==> src/rtl/mem_arbiter_pkg.sv <==
// -----------------------------------------------------------------------------
// mem_arbiter_pkg
// Shared types for the memory arbiter slice: the controller state encoding,
// the owner encoding used for round-robin fairness and response routing, and
// the default port widths.
// -----------------------------------------------------------------------------
package mem_arbiter_pkg;

    localparam int DEFAULT_ADDR_WIDTH = 64;
    localparam int DEFAULT_DATA_WIDTH = 64;

    // Bit positions inside the one-hot grant vector produced by arb_rr2.
    localparam int GRANT_IFU = 0;
    localparam int GRANT_LSU = 1;

    typedef enum logic [1:0] {
        IDLE  = 2'd0,
        ISSUE = 2'd1,
        WAIT  = 2'd2
    } arbState_e;

    typedef enum logic {
        OWN_IFU = 1'b0,
        OWN_LSU = 1'b1
    } owner_e;

endpackage

==> src/rtl/mem_arbiter_arb_rr2.sv <==
// -----------------------------------------------------------------------------
// arb_rr2
// Two-way round-robin picker between the instruction-fetch and load/store
// requesters. Purely combinational; the caller owns the last-grant register.
//
// Ports:
//   ifu_valid_i   - IFU request pending
//   lsu_valid_i   - LSU request pending
//   last_grant_i  - requester that won the previous arbitration
//   grant_o       - one-hot grant, bit GRANT_IFU / GRANT_LSU, zero if no request
// -----------------------------------------------------------------------------
module arb_rr2
    import mem_arbiter_pkg::*;
(
    input  logic       ifu_valid_i,
    input  logic       lsu_valid_i,
    input  owner_e     last_grant_i,
    output logic [1:0] grant_o
);

    // On a tie the requester that did not win last time gets the slot, so
    // neither side can starve the other; a lone request always wins.
    always_comb begin
        grant_o = '0;
        if (ifu_valid_i && lsu_valid_i) begin
            if (last_grant_i == OWN_IFU) begin
                grant_o[GRANT_LSU] = 1'b1;
            end else begin
                grant_o[GRANT_IFU] = 1'b1;
            end
        end else if (ifu_valid_i) begin
            grant_o[GRANT_IFU] = 1'b1;
        end else if (lsu_valid_i) begin
            grant_o[GRANT_LSU] = 1'b1;
        end
    end

endmodule

==> src/rtl/mem_arbiter.sv <==
// -----------------------------------------------------------------------------
// mem_arbiter
// Shares one memory port between an instruction-fetch unit (read only) and a
// load/store unit. Exactly one transaction is in flight at a time:
// IDLE accepts and latches a request, ISSUE presents it to memory until the
// memory accepts it, WAIT forwards the memory response to the owner.
//
// Ports:
//   clk_i, rst_i                  - clock, asynchronous active-high reset
//   ifu_req_valid_i/_ready_o      - IFU request handshake, ifu_addr_i address
//   ifu_resp_valid_o              - one-cycle pulse, fetch data on resp_rdata_o
//   lsu_req_valid_i/_ready_o      - LSU request handshake
//   lsu_addr_i/_wen_i/_wdata_i/_wmask_i - LSU request fields
//   lsu_resp_valid_o              - one-cycle pulse, load data / store ack
//   resp_rdata_o                  - shared response data, zero when idle
//   mem_req_valid_o/mem_req_ready_i - memory request handshake
//   mem_addr_o/_wen_o/_wdata_o/_wmask_o - latched request fields
//   mem_resp_valid_i/mem_rdata_i  - memory response
//   busy_o                        - controller not in IDLE
// -----------------------------------------------------------------------------
module mem_arbiter
    import mem_arbiter_pkg::*;
#(
    parameter int ADDR_WIDTH = DEFAULT_ADDR_WIDTH,
    parameter int DATA_WIDTH = DEFAULT_DATA_WIDTH
) (
    input  logic                    clk_i,
    input  logic                    rst_i,

    input  logic                    ifu_req_valid_i,
    output logic                    ifu_req_ready_o,
    input  logic [ADDR_WIDTH-1:0]   ifu_addr_i,
    output logic                    ifu_resp_valid_o,

    input  logic                    lsu_req_valid_i,
    output logic                    lsu_req_ready_o,
    input  logic [ADDR_WIDTH-1:0]   lsu_addr_i,
    input  logic                    lsu_wen_i,
    input  logic [DATA_WIDTH-1:0]   lsu_wdata_i,
    input  logic [DATA_WIDTH/8-1:0] lsu_wmask_i,
    output logic                    lsu_resp_valid_o,

    output logic [DATA_WIDTH-1:0]   resp_rdata_o,

    output logic                    mem_req_valid_o,
    input  logic                    mem_req_ready_i,
    output logic [ADDR_WIDTH-1:0]   mem_addr_o,
    output logic                    mem_wen_o,
    output logic [DATA_WIDTH-1:0]   mem_wdata_o,
    output logic [DATA_WIDTH/8-1:0] mem_wmask_o,
    input  logic                    mem_resp_valid_i,
    input  logic [DATA_WIDTH-1:0]   mem_rdata_i,

    output logic                    busy_o
);

    localparam int MASK_WIDTH = DATA_WIDTH / 8;

    arbState_e               state_q, state_d;
    owner_e                  lastGrant_q, lastGrant_d;
    logic [ADDR_WIDTH-1:0]   addr_q, addr_d;
    logic                    wen_q, wen_d;
    logic [DATA_WIDTH-1:0]   wdata_q, wdata_d;
    logic [MASK_WIDTH-1:0]   wmask_q, wmask_d;

    logic [1:0]              grant;
    logic                    acceptIfu;
    logic                    acceptLsu;
    logic                    respFire;

    arb_rr2 u_arb_rr2 (
        .ifu_valid_i  (ifu_req_valid_i),
        .lsu_valid_i  (lsu_req_valid_i),
        .last_grant_i (lastGrant_q),
        .grant_o      (grant)
    );

    // A grant only becomes an accept in IDLE. Reset is folded in so that no
    // ready is advertised while the controller is being held in reset.
    assign acceptIfu = (state_q == IDLE) && grant[GRANT_IFU] && !rst_i;
    assign acceptLsu = (state_q == IDLE) && grant[GRANT_LSU] && !rst_i;

    // lastGrant_q doubles as the owner of the in-flight transaction: it is
    // written only at accept, so during ISSUE/WAIT it names the requester
    // whose response we are waiting for.
    always_comb begin
        state_d     = state_q;
        lastGrant_d = lastGrant_q;
        addr_d      = addr_q;
        wen_d       = wen_q;
        wdata_d     = wdata_q;
        wmask_d     = wmask_q;
        unique case (state_q)
            IDLE: begin
                if (acceptIfu) begin
                    state_d     = ISSUE;
                    lastGrant_d = OWN_IFU;
                    addr_d      = ifu_addr_i;
                    wen_d       = 1'b0;
                    wdata_d     = '0;
                    wmask_d     = '0;
                end else if (acceptLsu) begin
                    state_d     = ISSUE;
                    lastGrant_d = OWN_LSU;
                    addr_d      = lsu_addr_i;
                    wen_d       = lsu_wen_i;
                    wdata_d     = lsu_wdata_i;
                    wmask_d     = lsu_wmask_i;
                end
            end
            ISSUE: begin
                if (mem_req_ready_i) begin
                    state_d = WAIT;
                end
            end
            WAIT: begin
                if (mem_resp_valid_i) begin
                    state_d = IDLE;
                end
            end
            default: begin
                state_d = IDLE;
            end
        endcase
    end

    // Controller state and latched request fields. Reset abandons any
    // in-flight transaction; the first tie afterwards goes to the LSU.
    always_ff @(posedge clk_i or posedge rst_i) begin
        if (rst_i) begin
            state_q     <= IDLE;
            lastGrant_q <= OWN_IFU;
            addr_q      <= '0;
            wen_q       <= 1'b0;
            wdata_q     <= '0;
            wmask_q     <= '0;
        end else begin
            state_q     <= state_d;
            lastGrant_q <= lastGrant_d;
            addr_q      <= addr_d;
            wen_q       <= wen_d;
            wdata_q     <= wdata_d;
            wmask_q     <= wmask_d;
        end
    end

    // The response is forwarded in the same cycle memory presents it, which
    // keeps accept-to-response at two cycles when memory is immediate.
    assign respFire = (state_q == WAIT) && mem_resp_valid_i;

    assign ifu_req_ready_o  = acceptIfu;
    assign lsu_req_ready_o  = acceptLsu;
    assign ifu_resp_valid_o = respFire && (lastGrant_q == OWN_IFU);
    assign lsu_resp_valid_o = respFire && (lastGrant_q == OWN_LSU);
    assign resp_rdata_o     = respFire ? mem_rdata_i : '0;

    assign mem_req_valid_o  = (state_q == ISSUE);
    assign mem_addr_o       = addr_q;
    assign mem_wen_o        = wen_q;
    assign mem_wdata_o      = wdata_q;
    assign mem_wmask_o      = wmask_q;

    assign busy_o           = (state_q != IDLE);

endmodule

==> config.mk <==
export PLATFORM = sky130hd
export DESIGN_NAME = mem_arbiter
export DESIGN_NICKNAME = d
export VERILOG_FILES = /design/src/rtl/mem_arbiter_pkg.sv /design/src/rtl/mem_arbiter_arb_rr2.sv /design/src/rtl/mem_arbiter.sv
export SDC_FILE = /design/constraint.sdc
export NUM_CORES = 1
export LEC_CHECK = 0
export ABC_AREA = 1
export BUFFER_PORTS_ARGS = -buffer_cell sky130_fd_sc_hd__buf_2
export CORE_AREA = 5 5 184 186
export CTS_BUF_LIST = sky130_fd_sc_hd__clkbuf_4 sky130_fd_sc_hd__clkbuf_8 sky130_fd_sc_hd__clkbuf_16
export DETAILED_ROUTE_END_ITERATION = 10
export DIE_AREA = 0 0 189 191
export GPL_ROUTABILITY_DRIVEN = 0
export HOLD_SLACK_MARGIN = 0.08
export PLACE_DENSITY = 0.47
export SYNTH_ARGS = -nofsm -noshare
export SYNTH_HDL_FRONTEND = slang
export SYNTH_HIERARCHICAL = 1
export SYNTH_SLANG_ARGS = --single-unit
==> constraint.sdc <==
create_clock -name clk_i -period 5.9 [get_ports clk_i]
set_input_delay 0.59 -clock clk_i [delete_from_list [all_inputs] [get_ports clk_i]]
set_output_delay 0.59 -clock clk_i [all_outputs]
set_load 0.02 [all_outputs]
==> reports/results.txt <==
core area: 32100 um^2
RSZ-0062 raised after global routing: no
status: complete, no violations
Worst-Margin Slew: 1160 ps
max cap viols: 0
f_max: 0.295 GHz
Vias/cell: 4.45
IR Drop Worst-Case VDD: 168 uV
initial antenna violation count: 3
Sequential Power Share: 32.2%
# port buffers: 477
DR iter-0 viols: 355
first-pass GRT wire length: 48.8 mm
Slew Viols, Final: 0
Area Overhead vs Synth: 41.3%
CTS tree: yes
DRC: 0
largest net degree at the start of global routing: 126
die area: 36100 um^2
vias in the first global route: 8553
switching pwr: 0.00245 W
final std cells w/o fill: 1893
H-tree depth: 4
die width: 189 um
Synth Area per Inst: 7.21 um^2
FP Rows: 66
ranking of synthesized cells by area: dfrtp_1, nand3_1, nand2_1
Setup TNS: 0 ps
CP Class: reg2reg
data arrival time of the worst path: 3730 ps
pwr dens: 489 nW/um^2
layout cell share with drive strength beyond 1: 35.6%
Max-slew headroom: 22.5%
Yosys cell types: 17
YS warnings: 6
clock slew at reported path FFs: 80 ps
final hold vios: 0
clock power share: 20.7%
Final period util: 57.5%
multi-input combinational cell area: 2810 um^2
Lkg Pwr: 6.88 nW
placed insts: 1860
grt ovf: 0
internal power contribution: 0.00275 W
Clk Latency, worst-skew pair: 420 ps
CP max FO: 125
per-cell routed wire length: 17.1 um
Post-Syn Area: 7530 um^2
CP Data Required Time: 6240 ps
# fillers: 3560
clk buf depth: 2
CTS root buffer: clkbuf_16
CP endpoint kind: register
Mapped Cells: 1044
Yosys top cell area share: 46.5%
Clock Skew: 16.4 ps
worst hold path class: in2reg
post-CTS resize count: 0
Final ANT Viol Nets: 0
drt pass-1 iters: 5
final-stage net count: 1742
dpl cell area: 10100 um^2
Final min period: 3390 ps
hold_buf cts: 0
GR Util All Layers: 17.0%
Yosys reg bits: 140
Num CTS Buffers: 17
# clock sinks: 140
post-CTS setup buffer count: 0
Final Cell Area: 10600 um^2
switching share of total power: 47.1%
Logic pwr share: 47.1%
Reg area: 3500 um^2
chip height: 191 um
starting density of the core: 23.4%
crit start category: register
final setup violation count: 0
sequential area share after synthesis: 46.5%
Net Count, Synth: 1315
Ports: 478
post-synth top area cell: dfrtp_1
final wirelength: 32.3 mm
final HPWL from detailed placement: 23.5 mm
vias: 8430
[path summary, 6_finish.rpt]
path                                  from              end  slack (ps)  depth (start not counted)
setup / recovery                state_q[1]   mem_addr_o[53]        2510                          6
setup reg to reg                state_q[1]   mem_addr_o[53]        2510                          6
max in group asynchronous            rst_i  mem_wdata_o[45]        4160                          3
hold reg to reg            mem_wdata_o[52]  mem_wdata_o[52]         510                          2
min in group asynchronous            rst_i   mem_addr_o[59]         400                          2
hold / removal             lsu_wdata_i[30]  mem_wdata_o[30]         380                          3
[sequential cells by signal (all words and copies together) (netlist names)]
signal / count
state_q: 2
mem_addr_o: 64
lastGrant_q: 1
mem_wen_o: 1
mem_wdata_o: 64
mem_wmask_o: 8
[synthesized netlist by cell type]
cell type,n
nor2_4,1
buf_2,56
buf_6,11
nand2_1,205
inv_2,1
inv_1,201
nand2_4,1
o21ai_0,1
nor2_1,68
buf_4,6
clkbuf_1,7
nor2_2,1
dfrtp_1,140
nand2_2,2
nand3_1,340
o211ai_1,1
a21oi_1,2
[cell usage in the layout, fill, tap and decap left out]
cell	n
a21oi_1	2
buf_2	477
buf_4	11
clkbuf_16	17
clkbuf_8	1
clkinv_4	3
dfrtp_1	140
diode_2	1
inv_1	200
inv_2	1
inv_6	7
inv_8	5
nand2_1	205
nand2_2	1
nand2_4	1
nand2_8	1
nand3_1	339
nand3_2	1
nor2_1	68
nor2_4	2
o211ai_1	1
o21ai_0	1
[power by group through the flow]
stage	sequential, W	combinational [W]	clock (W)
floorplan	0.00221	0.00103	0
global placement	0.00168	0.00248	0
detailed placement	0.00168	0.00250	0
CTS	0.00168	0.00250	0.00113
global route	0.00173	0.00270	0.00116
finish	0.00168	0.00245	0.00108
[logic make-up after synthesis]
| family | count (synthesis) | share of synthesized area, % |
|---|---|---|
| AO/OA/AOI/OAI | 4 | 0.299 |
| flip-flops | 140 | 46.5 |
| buffers and inverters | 282 | 16.4 |
| AND/OR/NAND/NOR | 618 | 36.8 |
[area by class of cell]
cell class,instances,share of cell area (%)
sequential,140,32.9
multi-input combinational,622,26.5
timing repair buffer,488,23.2
inverter,202,7.17
tap,408,4.80
clock buffer,18,4.13
clock inverter,14,1.27
antenna,1,0.0235
[critical path, stage by stage (launching register included)]
cell and delay, ps:
dfrtp_1 440, nor2_4 640, nand2_8 520, nand2_2 1110
buf_4 340, nand3_1 90, nand2_1 60
[per-layer routing]
metal / track usage [%] / vias to the layer above / part of all wire [%]
met4: 5.52 / 4 / 2.7
met3: 6.15 / 37 / 8.5
met1: 19.3 / 3989 / 38
li1: - / 4083 / -
met2: 29.9 / 317 / 50
met5: 0 / - / 0.074
[stage by stage]
step                util [%]  hold slack [ps]  total power (W)  setup slack, ps
floorplan                  -              549          0.00324             1560
global placement        31.3              487          0.00416             2460
detailed placement      31.3              489          0.00418             2430
CTS                     33.1              356          0.00530             2420
global route            33.1              368          0.00559             2210
finish                  33.1              385          0.00521             2510
No activity file was read; power rests on OpenSTA's default activity.
